## src/rtl/pitch_pkg.sv

```systemverilog
// Shared constants for the PS/2 pitch decoder: set-2 scan codes, display pitch
// codes, receiver FSM states and the scan-code-to-pitch lookup.
package pitch_pkg;

  localparam logic [7:0] SC_BREAK = 8'hF0;
  localparam logic [7:0] SC_EXT   = 8'hE0;
  localparam logic [7:0] SC_C5    = 8'h1C;
  localparam logic [7:0] SC_D5    = 8'h1B;
  localparam logic [7:0] SC_E5    = 8'h23;
  localparam logic [7:0] SC_F5    = 8'h2B;
  localparam logic [7:0] SC_G5    = 8'h34;
  localparam logic [7:0] SC_A5    = 8'h33;
  localparam logic [7:0] SC_B5    = 8'h3B;
  localparam logic [7:0] SC_C6    = 8'h42;

  // Codes double as 7-segment glyph pairs; "05" stands in for G5.
  localparam logic [7:0] PITCH_NONE = 8'h00;
  localparam logic [7:0] PITCH_C5   = 8'hC5;
  localparam logic [7:0] PITCH_D5   = 8'hD5;
  localparam logic [7:0] PITCH_E5   = 8'hE5;
  localparam logic [7:0] PITCH_F5   = 8'hF5;
  localparam logic [7:0] PITCH_G5   = 8'h05;
  localparam logic [7:0] PITCH_A5   = 8'hA5;
  localparam logic [7:0] PITCH_B5   = 8'hB5;
  localparam logic [7:0] PITCH_C6   = 8'hC6;

  typedef enum logic [1:0] {
    RX_IDLE,
    RX_DATA,
    RX_PARITY,
    RX_STOP
  } rx_state_t;

  function automatic logic [7:0] scan_to_pitch(input logic [7:0] code);
    logic [7:0] p;
    case (code)
      SC_C5:   p = PITCH_C5;
      SC_D5:   p = PITCH_D5;
      SC_E5:   p = PITCH_E5;
      SC_F5:   p = PITCH_F5;
      SC_G5:   p = PITCH_G5;
      SC_A5:   p = PITCH_A5;
      SC_B5:   p = PITCH_B5;
      SC_C6:   p = PITCH_C6;
      default: p = PITCH_NONE;
    endcase
    return p;
  endfunction

endpackage

```

## src/rtl/ps2_rx.sv

```systemverilog
// PS/2 byte receiver: input synchronizers, clock glitch filter, frame FSM with
// odd-parity and stop-bit checks, and a mid-frame inactivity timeout.
module ps2_rx #(
  parameter int FILTER  = 8,
  parameter int TIMEOUT = 50000
) (
  input  logic       clk,
  input  logic       rst,
  input  logic       ps2_clk,
  input  logic       ps2_data,
  output logic [7:0] data_byte,
  output logic       byte_valid,
  output logic       err
);
  import pitch_pkg::*;

  localparam int FW = $clog2(FILTER + 1);
  localparam int TW = $clog2(TIMEOUT + 1);

  logic [1:0]    clk_sync_reg;
  logic [1:0]    data_sync_reg;
  logic          sync_clk;
  logic          sync_data;
  logic          filt_reg;
  logic [FW-1:0] filt_cnt_reg;
  logic          differ;
  logic          settle;
  logic          fall;

  rx_state_t     state_reg, state_next;
  logic [2:0]    bit_cnt_reg, bit_cnt_next;
  logic [7:0]    shift_reg, shift_next;
  logic          parity_ok_reg, parity_ok_next;
  logic [TW-1:0] to_cnt_reg, to_cnt_next;
  logic          timeout;

  always_ff @(posedge clk) begin
    if (rst) begin
      clk_sync_reg  <= 2'b11;
      data_sync_reg <= 2'b11;
    end else begin
      clk_sync_reg  <= {clk_sync_reg[0], ps2_clk};
      data_sync_reg <= {data_sync_reg[0], ps2_data};
    end
  end

  assign sync_clk  = clk_sync_reg[1];
  assign sync_data = data_sync_reg[1];

  // The filtered clock moves only once the synchronized level has disagreed
  // with it for FILTER consecutive samples; the edge is flagged in that cycle.
  assign differ = (sync_clk != filt_reg);
  assign settle = differ && (filt_cnt_reg == FW'(FILTER - 1));
  assign fall   = settle && filt_reg;

  always_ff @(posedge clk) begin
    if (rst) begin
      filt_reg     <= 1'b1;
      filt_cnt_reg <= '0;
    end else if (!differ) begin
      filt_cnt_reg <= '0;
    end else if (settle) begin
      filt_reg     <= sync_clk;
      filt_cnt_reg <= '0;
    end else begin
      filt_cnt_reg <= filt_cnt_reg + FW'(1);
    end
  end

  assign timeout = (state_reg != RX_IDLE) && !fall && (to_cnt_reg == TW'(TIMEOUT - 1));

  always_ff @(posedge clk) begin
    if (rst) begin
      state_reg     <= RX_IDLE;
      bit_cnt_reg   <= '0;
      shift_reg     <= '0;
      parity_ok_reg <= 1'b0;
      to_cnt_reg    <= '0;
    end else begin
      state_reg     <= state_next;
      bit_cnt_reg   <= bit_cnt_next;
      shift_reg     <= shift_next;
      parity_ok_reg <= parity_ok_next;
      to_cnt_reg    <= to_cnt_next;
    end
  end

  always_comb begin
    state_next     = state_reg;
    bit_cnt_next   = bit_cnt_reg;
    shift_next     = shift_reg;
    parity_ok_next = parity_ok_reg;
    to_cnt_next    = (state_reg == RX_IDLE || fall) ? '0 : to_cnt_reg + TW'(1);
    byte_valid     = 1'b0;
    err            = 1'b0;

    if (timeout) begin
      state_next  = RX_IDLE;
      shift_next  = '0;
      to_cnt_next = '0;
      err         = 1'b1;
    end else if (fall) begin
      case (state_reg)
        RX_IDLE: begin
          if (!sync_data) begin
            state_next   = RX_DATA;
            bit_cnt_next = '0;
          end
        end
        RX_DATA: begin
          shift_next   = {sync_data, shift_reg[7:1]};
          bit_cnt_next = bit_cnt_reg + 3'd1;
          if (bit_cnt_reg == 3'd7) state_next = RX_PARITY;
        end
        RX_PARITY: begin
          parity_ok_next = ^{shift_reg, sync_data};
          state_next     = RX_STOP;
        end
        RX_STOP: begin
          if (sync_data && parity_ok_reg) byte_valid = 1'b1;
          else                            err        = 1'b1;
          state_next = RX_IDLE;
        end
        default: state_next = RX_IDLE;
      endcase
    end
  end

  assign data_byte = shift_reg;

endmodule

```

## src/rtl/ps2_pitch_decoder.sv

```systemverilog
// Turns PS/2 set-2 key make/break sequences into a held note code for a
// 7-segment display; the most recently pressed mapped key wins.
module ps2_pitch_decoder #(
  parameter int FILTER  = 8,
  parameter int TIMEOUT = 50000
) (
  input  logic       clk,
  input  logic       rst,
  input  logic       ps2_clk,
  input  logic       ps2_data,
  output logic [7:0] pitch,
  output logic       byte_strobe,
  output logic       frame_err
);
  import pitch_pkg::*;

  logic [7:0] data_byte;
  logic       byte_valid;
  logic       err;
  logic [7:0] mapped;

  logic [7:0] pitch_reg, pitch_next;
  logic       brk_reg, brk_next;
  logic       ext_reg, ext_next;
  logic       strobe_reg;
  logic       err_reg;

  ps2_rx #(
    .FILTER  (FILTER),
    .TIMEOUT (TIMEOUT)
  ) u_rx (
    .clk        (clk),
    .rst        (rst),
    .ps2_clk    (ps2_clk),
    .ps2_data   (ps2_data),
    .data_byte  (data_byte),
    .byte_valid (byte_valid),
    .err        (err)
  );

  assign mapped = scan_to_pitch(data_byte);

  always_comb begin
    pitch_next = pitch_reg;
    brk_next   = brk_reg;
    ext_next   = ext_reg;
    if (byte_valid) begin
      if (data_byte == SC_BREAK) begin
        brk_next = 1'b1;
      end else if (data_byte == SC_EXT) begin
        ext_next = 1'b1;
      end else if (ext_reg) begin
        // Extended keys are never notes; drop the key and any pending break.
        ext_next = 1'b0;
        brk_next = 1'b0;
      end else if (brk_reg) begin
        if (mapped == pitch_reg) pitch_next = PITCH_NONE;
        brk_next = 1'b0;
      end else if (mapped != PITCH_NONE) begin
        pitch_next = mapped;
      end
    end
  end

  always_ff @(posedge clk) begin
    if (rst) begin
      pitch_reg  <= PITCH_NONE;
      brk_reg    <= 1'b0;
      ext_reg    <= 1'b0;
      strobe_reg <= 1'b0;
      err_reg    <= 1'b0;
    end else begin
      pitch_reg  <= pitch_next;
      brk_reg    <= brk_next;
      ext_reg    <= ext_next;
      strobe_reg <= byte_valid;
      err_reg    <= err;
    end
  end

  assign pitch       = pitch_reg;
  assign byte_strobe = strobe_reg;
  assign frame_err   = err_reg;

endmodule
```

## config.mk

```make
export PLATFORM = sky130hd
export DESIGN_NAME = ps2_pitch_decoder
export DESIGN_NICKNAME = d
export VERILOG_FILES = /design/src/rtl/pitch_pkg.sv /design/src/rtl/ps2_rx.sv /design/src/rtl/ps2_pitch_decoder.sv
export SDC_FILE = /design/constraint.sdc
export NUM_CORES = 1
export LEC_CHECK = 0
export CAP_MARGIN = 20
export CORE_ASPECT_RATIO = 1.25
export CORE_MARGIN = 2
export CORE_UTILIZATION = 40
export DETAILED_ROUTE_END_ITERATION = 16
export DONT_BUFFER_PORTS = 1
export GPL_TIMING_DRIVEN = 0
export PLACE_DENSITY = 0.54
export SLEW_MARGIN = 10
export SYNTH_ARGS = -nofsm -noshare
export SYNTH_HDL_FRONTEND = slang
export SYNTH_HIERARCHICAL = 1
export SYNTH_SLANG_ARGS = --single-unit
```

## constraint.sdc

```tcl
create_clock -name clk -period 2.8 [get_ports clk]
set_input_delay 0.28 -clock clk [delete_from_list [all_inputs] [get_ports clk]]
set_output_delay 0.28 -clock clk [all_outputs]
set_load 0.01 [all_outputs]
```

After elaboration in Yosys (flattened, before gate mapping)
Index checks and enable logic that the tools add are counted.
{"block": "classes", "n_mux": 20, "n_reduce_logical": 24, "add_sub_neg": 3, "n_eq_ne": 22, "bitwise": 5}
{"op": "case mux 8 bit (8 select lines)", "count": 1}
{"op": "== test 8 x 6 -> 1 bit (second input constant)", "count": 5}
{"op": "two-way mux 8 bit", "count": 3}
{"op": "adder 16 x 1 -> 16 bit (second input constant)", "count": 1}
{"op": "== test 16 bit (second input constant)", "count": 1}
{"op": "== test 8 x 5 -> 1 bit (second input constant)", "count": 2}
{"op": "== test 8 bit (second input constant)", "count": 2}
{"op": "two-way mux 1 bit", "count": 11}
{"op": "XOR reduction 9 bit", "count": 1}
{"op": "== test 8 x 7 -> 1 bit (second input constant)", "count": 1}
{"op": "== test 8 bit", "count": 1}
{"op": "case mux 2 bit (4 select lines)", "count": 1}
{"op": "AND reduction 2 bit", "count": 4}
{"op": "nonzero test 8 bit", "count": 1}
{"op": "case mux 3 bit (2 select lines)", "count": 1}
{"op": "AND reduction 3 bit", "count": 2}
{"op": "AND reduction 6 bit", "count": 1}
{"op": "nonzero test 2 bit", "count": 3}
{"op": "OR reduction 3 bit", "count": 2}
{"op": "logical AND 1 bit", "count": 5}
{"op": "inverter 1 bit", "count": 5}
{"op": "adder 4 x 1 -> 4 bit (second input constant)", "count": 1}
{"op": "== test 2 bit (second input constant)", "count": 2}
{"op": "== test 4 x 3 -> 1 bit (second input constant)", "count": 1}
{"op": "other kinds (13)", "count": 16}
{"block": "word_totals", "output_inout_bits": 10, "inputBits": 4, "wordCells": 88, "register_bits": 51}

Longest topological paths before layout
{"block": "logic_depth", "word_depth": 8, "mapped_depth": 12, "mapped_depth_nobuf": 11}

Hierarchy
The synthesis kept the hierarchy.
{"mod": "ps2_rx", "n_inst": 1, "area_each_um2": 1794.2, "seq_area_each_um2": 780.7, "cells_per_inst": 187}
{"mod": "ps2_pitch_decoder", "n_inst": 1, "area_each_um2": 714.4, "seq_area_each_um2": 220.2, "cells_per_inst": 85}

Worst setup path before layout
Ideal clock, no wire load.
{"block": "synth_path", "kind": "reg-to-reg", "startpoint": "register u_rx.filt_cnt_reg[0]", "endpoint": "register pitch_reg[0] (netlist: pitch[0])", "path_slack_ns": 0.334, "arrival_ns": 2.336, "stages_incl_launch_ff": 13, "t_required_ns": 2.670, "synth_period_minus_slack_ns": 2.466, "setup_ns": 0.130, "n_path_buf": 1, "path_cell_list": "dfxtp_1 > ha_1 > and3b_1 > buf_2 > and2_1 > nand2_1 > nor2_1 > nand2b_1 > a211oi_1 > nor2_1 > mux2_2 > a32oi_1 > o21ai_1"}
{"block": "synth_between", "elab_chain_cells": 8, "elab_cells_between_ends": 9, "cone_classes": "eq/ne: 1; mux: 2; reduce/logical: 6"}
{"item": "start: declaration", "line": "ps2_rx.sv:25", "rtl": "logic [FW-1:0] filt_cnt_reg;"}
{"item": "start signal: assignment", "line": "ps2_rx.sv:66", "rtl": "filt_cnt_reg <= filt_cnt_reg + FW'(1);"}
{"item": "== test 4 x 3 -> 1 bit (*)", "line": "ps2_rx.sv:53", "rtl": "assign settle = differ && (filt_cnt_reg == FW'(FILTER - 1));"}
{"item": "logical AND 1 bit (*)", "line": "ps2_rx.sv:53"}
{"item": "logical AND 1 bit (*)", "line": "ps2_rx.sv:54", "rtl": "assign fall = settle && filt_reg;"}
{"item": "zero test 1 bit", "line": "ps2_rx.sv:70", "rtl": "assign timeout = (state_reg != RX_IDLE) && !fall && (to_cnt_reg == TW'(TIMEOUT - 1));"}
{"item": "logical AND 1 bit (2 in a row)", "line": "ps2_rx.sv:70"}
{"item": "two-way mux 1 bit (*)", "line": "ps2_rx.sv:97", "rtl": "if (timeout) begin"}
{"item": "via byte_valid", "line": "ps2_pitch_decoder.sv:18", "rtl": "logic byte_valid;"}
{"item": "AND reduction 6 bit (no line) (*)"}
{"item": "end signal: assignment", "line": "ps2_pitch_decoder.sv:73", "rtl": "pitch_reg <= pitch_next;"}
{"item": "end: declaration", "line": "ps2_pitch_decoder.sv:22", "rtl": "logic [7:0] pitch_reg, pitch_next;"}
Mark *: on every way through the listed nets, which the timed path passes. The rest lies on a longest branch.
A chain may end at the register's enable or synchronous reset.

Worst setup path after layout
{"block": "layout_path", "startpoint": "register u_rx.filt_cnt_reg[0]", "endpoint": "register pitch_reg[4] (netlist: pitch[4])"}
The elaborated chain is that of the path after synthesis.

==> impl_results.md <==
* GRT Max-Usage Layer: met2
* Remaining antenna violation count after routing at 0
* Placed instance count at ~360
* Pre-CTS setup slack at -0.102 ns
* Most instantiated library cell after synthesis: dfxtp_1
* Worst slew pin tran at between 0.6 and 0.7 ns
* Type of origin of the critical path: register
* Final core utilization at 0.445
* Clock transition at path regs at 0.09 ns
* Hold path startpoint: rst
* Clock tree from TritonCTS: yes
* Final WL at around 4600 um
* Setup Viol. Count Final at 0
* Hpwl dp at around 3400 um
* Routed vias at between 1500 and 2000
* Maxcap violations at 0
* Cell variety after synth at 56
* Ranking of synthesized cells by area: dfxtp_1 40%, nor2_1 5.8%, xnor2_1 4.5%
* TritonRoute pass-1 iters at 4
* I/O pins at 14
* # clock sinks at 50
* Synth warn at 6
* RSZ-0062 raised after global routing: no
* CP required at 2.97 ns
* FF-to-FF path depth at 12
* Slew HR at 0.557
* # port buffers at 0
* Global Route met1 Usage at 0.187
* Total setup buffers inserted after CTS at 0
* CP Capture Type: register
* Fillers at roughly 630
* Syn_nets at 284
* Antenna violations before repair at 0
* Skew final at 0.00535 ns
* Final Cycle Share at 0.917
* Crit path launch: u_rx/filt_cnt_reg[0]$_SDFF_PP0_
* TNS Setup at 0 ns
* CTS Buffer Depth at 2
* Met2 Use GR at 0.246
* Number of diodes at 0
* Power Density at about 430 nW/um2
* Total CTS buffers at 5
* Slew Viols, Final at 0
* Mapped Area at about 2500 um2
* Vias in the first global route at around 1900
* Final min period at between 2 and 3 ns
* Total GRT Usage at 0.150
* Starting Density at 0.410
* Final non-filler cell total at 365
* Num rows at 32
* Width of the die at 74.8 um
* Post-Synthesis Cells at about 270
* Flops & latches, synth at 50
* Post-synth top area share at 0.399
* Peak VDD IR at roughly 0.23 mV
* Vias/cell at around 5.2
* Async SR Flop Fraction at 0
* H-tree depth at 2
* Ys flop type: dfxtp_1
* Max reg flops at 16
* Met3 Use GR at 0.0326
* Die span in y at roughly 93 um
* DR iter-0 viols at between 70 and 80
* Crit path DAT at approximately 2.7 ns
* GPL Wtd Cong at between 0.8 and 0.9
* Avg WL per Cell at approximately 13 um
* FF-to-FF setup slack at about 0.23 ns
* Clock latency on the worst-skew pair at approximately 0.30 ns
* Most common library cells after synthesis: 50 x dfxtp_1, 39 x nor2_1, 16 x nand3_1
* Max Fclk at slightly below 0.4 GHz
* Die footprint at approximately 7000 um2
* First-pass GRT wire length at 8250 um
* Sequential area share after synthesis at 0.399
* Final Instance Area at 2730 um2
* Root buf cell: clkbuf_8
* Pin count of the biggest net entering global routing at 15
* Hold EP: ext_reg$_SDFFE_PP0P_
* P_leak at 0.999 nW
* Fraction of layout instances using a drive strength above 1 at 0.0964
* Final net count at approximately 290
* Number of remaining DRC errors at 0
* Layout area overhead at 8.68%
* Status: finished, final reports clean
* Hold Crit Depth at 1
* EDFF count, synth at 0
* Endpoints failing hold at 0
* Capturing point of the worst reg2reg path: pitch[4]$_SDFFE_PP0P_
* Critical path class: reg -> reg
* R2r startpoint: u_rx/filt_cnt_reg[0]$_SDFF_PP0_
* Global route overflow at 0
* Syn Area/Cell at a little over 9 um2
* Placed cell areas at between 2000 and 3000 um2
* Placeable Area at about 6100 um2
* Maximum fanout along the worst path at 10
* Synth area leader: dfxtp_1
* Fin worst setup slack at approximately 0.23 ns
* HP Class: in -> reg
-- through the flow --
step | hold slack, ns | total power (W)
3_3_place_gp | 0.358 | 0.000752
4_1_cts | 0.0361 | 0.00119
3_5_place_dp | 0.357 | 0.000752
2_1_floorplan | 0.352 | 0.000748
5_1_grt | 0.0251 | 0.00122
6_report | 0.0485 | 0.00116
-- worst max path at each step --
stage / to / slack (ns) / depth (start not counted)
after floorplan: pitch[0]$_SDFFE_PP0P_ / 0.33 / 12
after global placement: pitch[4]$_SDFFE_PP0P_ / -0.07 / 12
after detailed placement: pitch[6]$_SDFFE_PP0P_ / -0.10 / 12
after CTS: pitch[4]$_SDFFE_PP0P_ / 0.03 / 12
after global routing: pitch[7]$_SDFFE_PP0P_ / 0.04 / 12
final: pitch[4]$_SDFFE_PP0P_ / 0.23 / 12
-- layout make-up --
class | instances | area [um2] | area share
buffer | 9 | 73.8 | 0.0271
multi-input combinational | 204 | 1420 | 0.521
clock buffer | 7 | 86.3 | 0.0317
tap | 85 | 106 | 0.0390
sequential | 50 | 1000 | 0.367
inverter | 9 | 33.8 | 0.0124
clock inverter | 1 | 5.00 | 0.00184
-- power by group --
part | total, W | leakage, nW | internal (W) | switching, W
Clock | 0.000430 | 0.0482 | 0.000200 | 0.000230
Sequential | 0.000715 | 0.404 | 0.000713 | 0.00000175
Combinational | 0.0000199 | 0.547 | 0.00000823 | 0.0000117
Total | 0.00116 | 0.999 | 0.000922 | 0.000243
-- worst max-delay path, cell delays in order (launching register included) --
cell and delay (ns):
dfxtp_1 0.36, ha_1 0.19, and3b_1 0.15, buf_2 0.20
and2_1 0.19, nand2_1 0.10, nor2_4 0.14, nand2b_1 0.13
a211oi_4 0.29, nor2_1 0.06, mux2_2 0.32, a32oi_1 0.22
o21ai_1 0.09
-- logic make-up after synthesis --
logic type / synth area share
AND/OR/NAND/NOR: 0.267
multiplexers: 0.0444
flip-flops: 0.399
AO/OA/AOI/OAI: 0.112
XOR/XNOR: 0.0928
other: 0.00149
adder cells (fa/ha/maj): 0.0399
buffers and inverters: 0.0429
-- layout by cell type, fill, tap and decap left out, drive strengths merged, types with 2 or more instances in the layout --
cell type / instances
or3: 2
xor2: 11
o2111ai: 4
buf: 6
clkbuf: 10
a211oi: 5
mux2i: 10
and3: 2
xnor2: 13
o21ai: 9
a31oi: 2
nand2: 11
inv: 9
nor2b: 5
and4: 3
and2: 3
a21oi: 7
a32oi: 4
a22oi: 2
nand4: 6
and3b: 3
nor3: 3
or2: 7
or4: 3
nand3b: 2
nand3: 16
nand4b: 2
nand2b: 2
nor2: 39
nor4: 3
dfxtp: 50
ha: 8
or4b: 2
-- routing by layer --
metal	share of wire	wire, um	vias up
met3	0.027	126	8
li1	-	-	990
met5	0	0	-
met4	0.019	90	0
met1	0.48	2200	891
met2	0.48	2220	23
-- timing repair --
action / 4_1_cts / 5_1_grt
endpoints found under the setup margin: 6 / 7
resized for setup: 1 / 3
hold buffers: 0 / 0
Power figures use the tool's default switching activity.
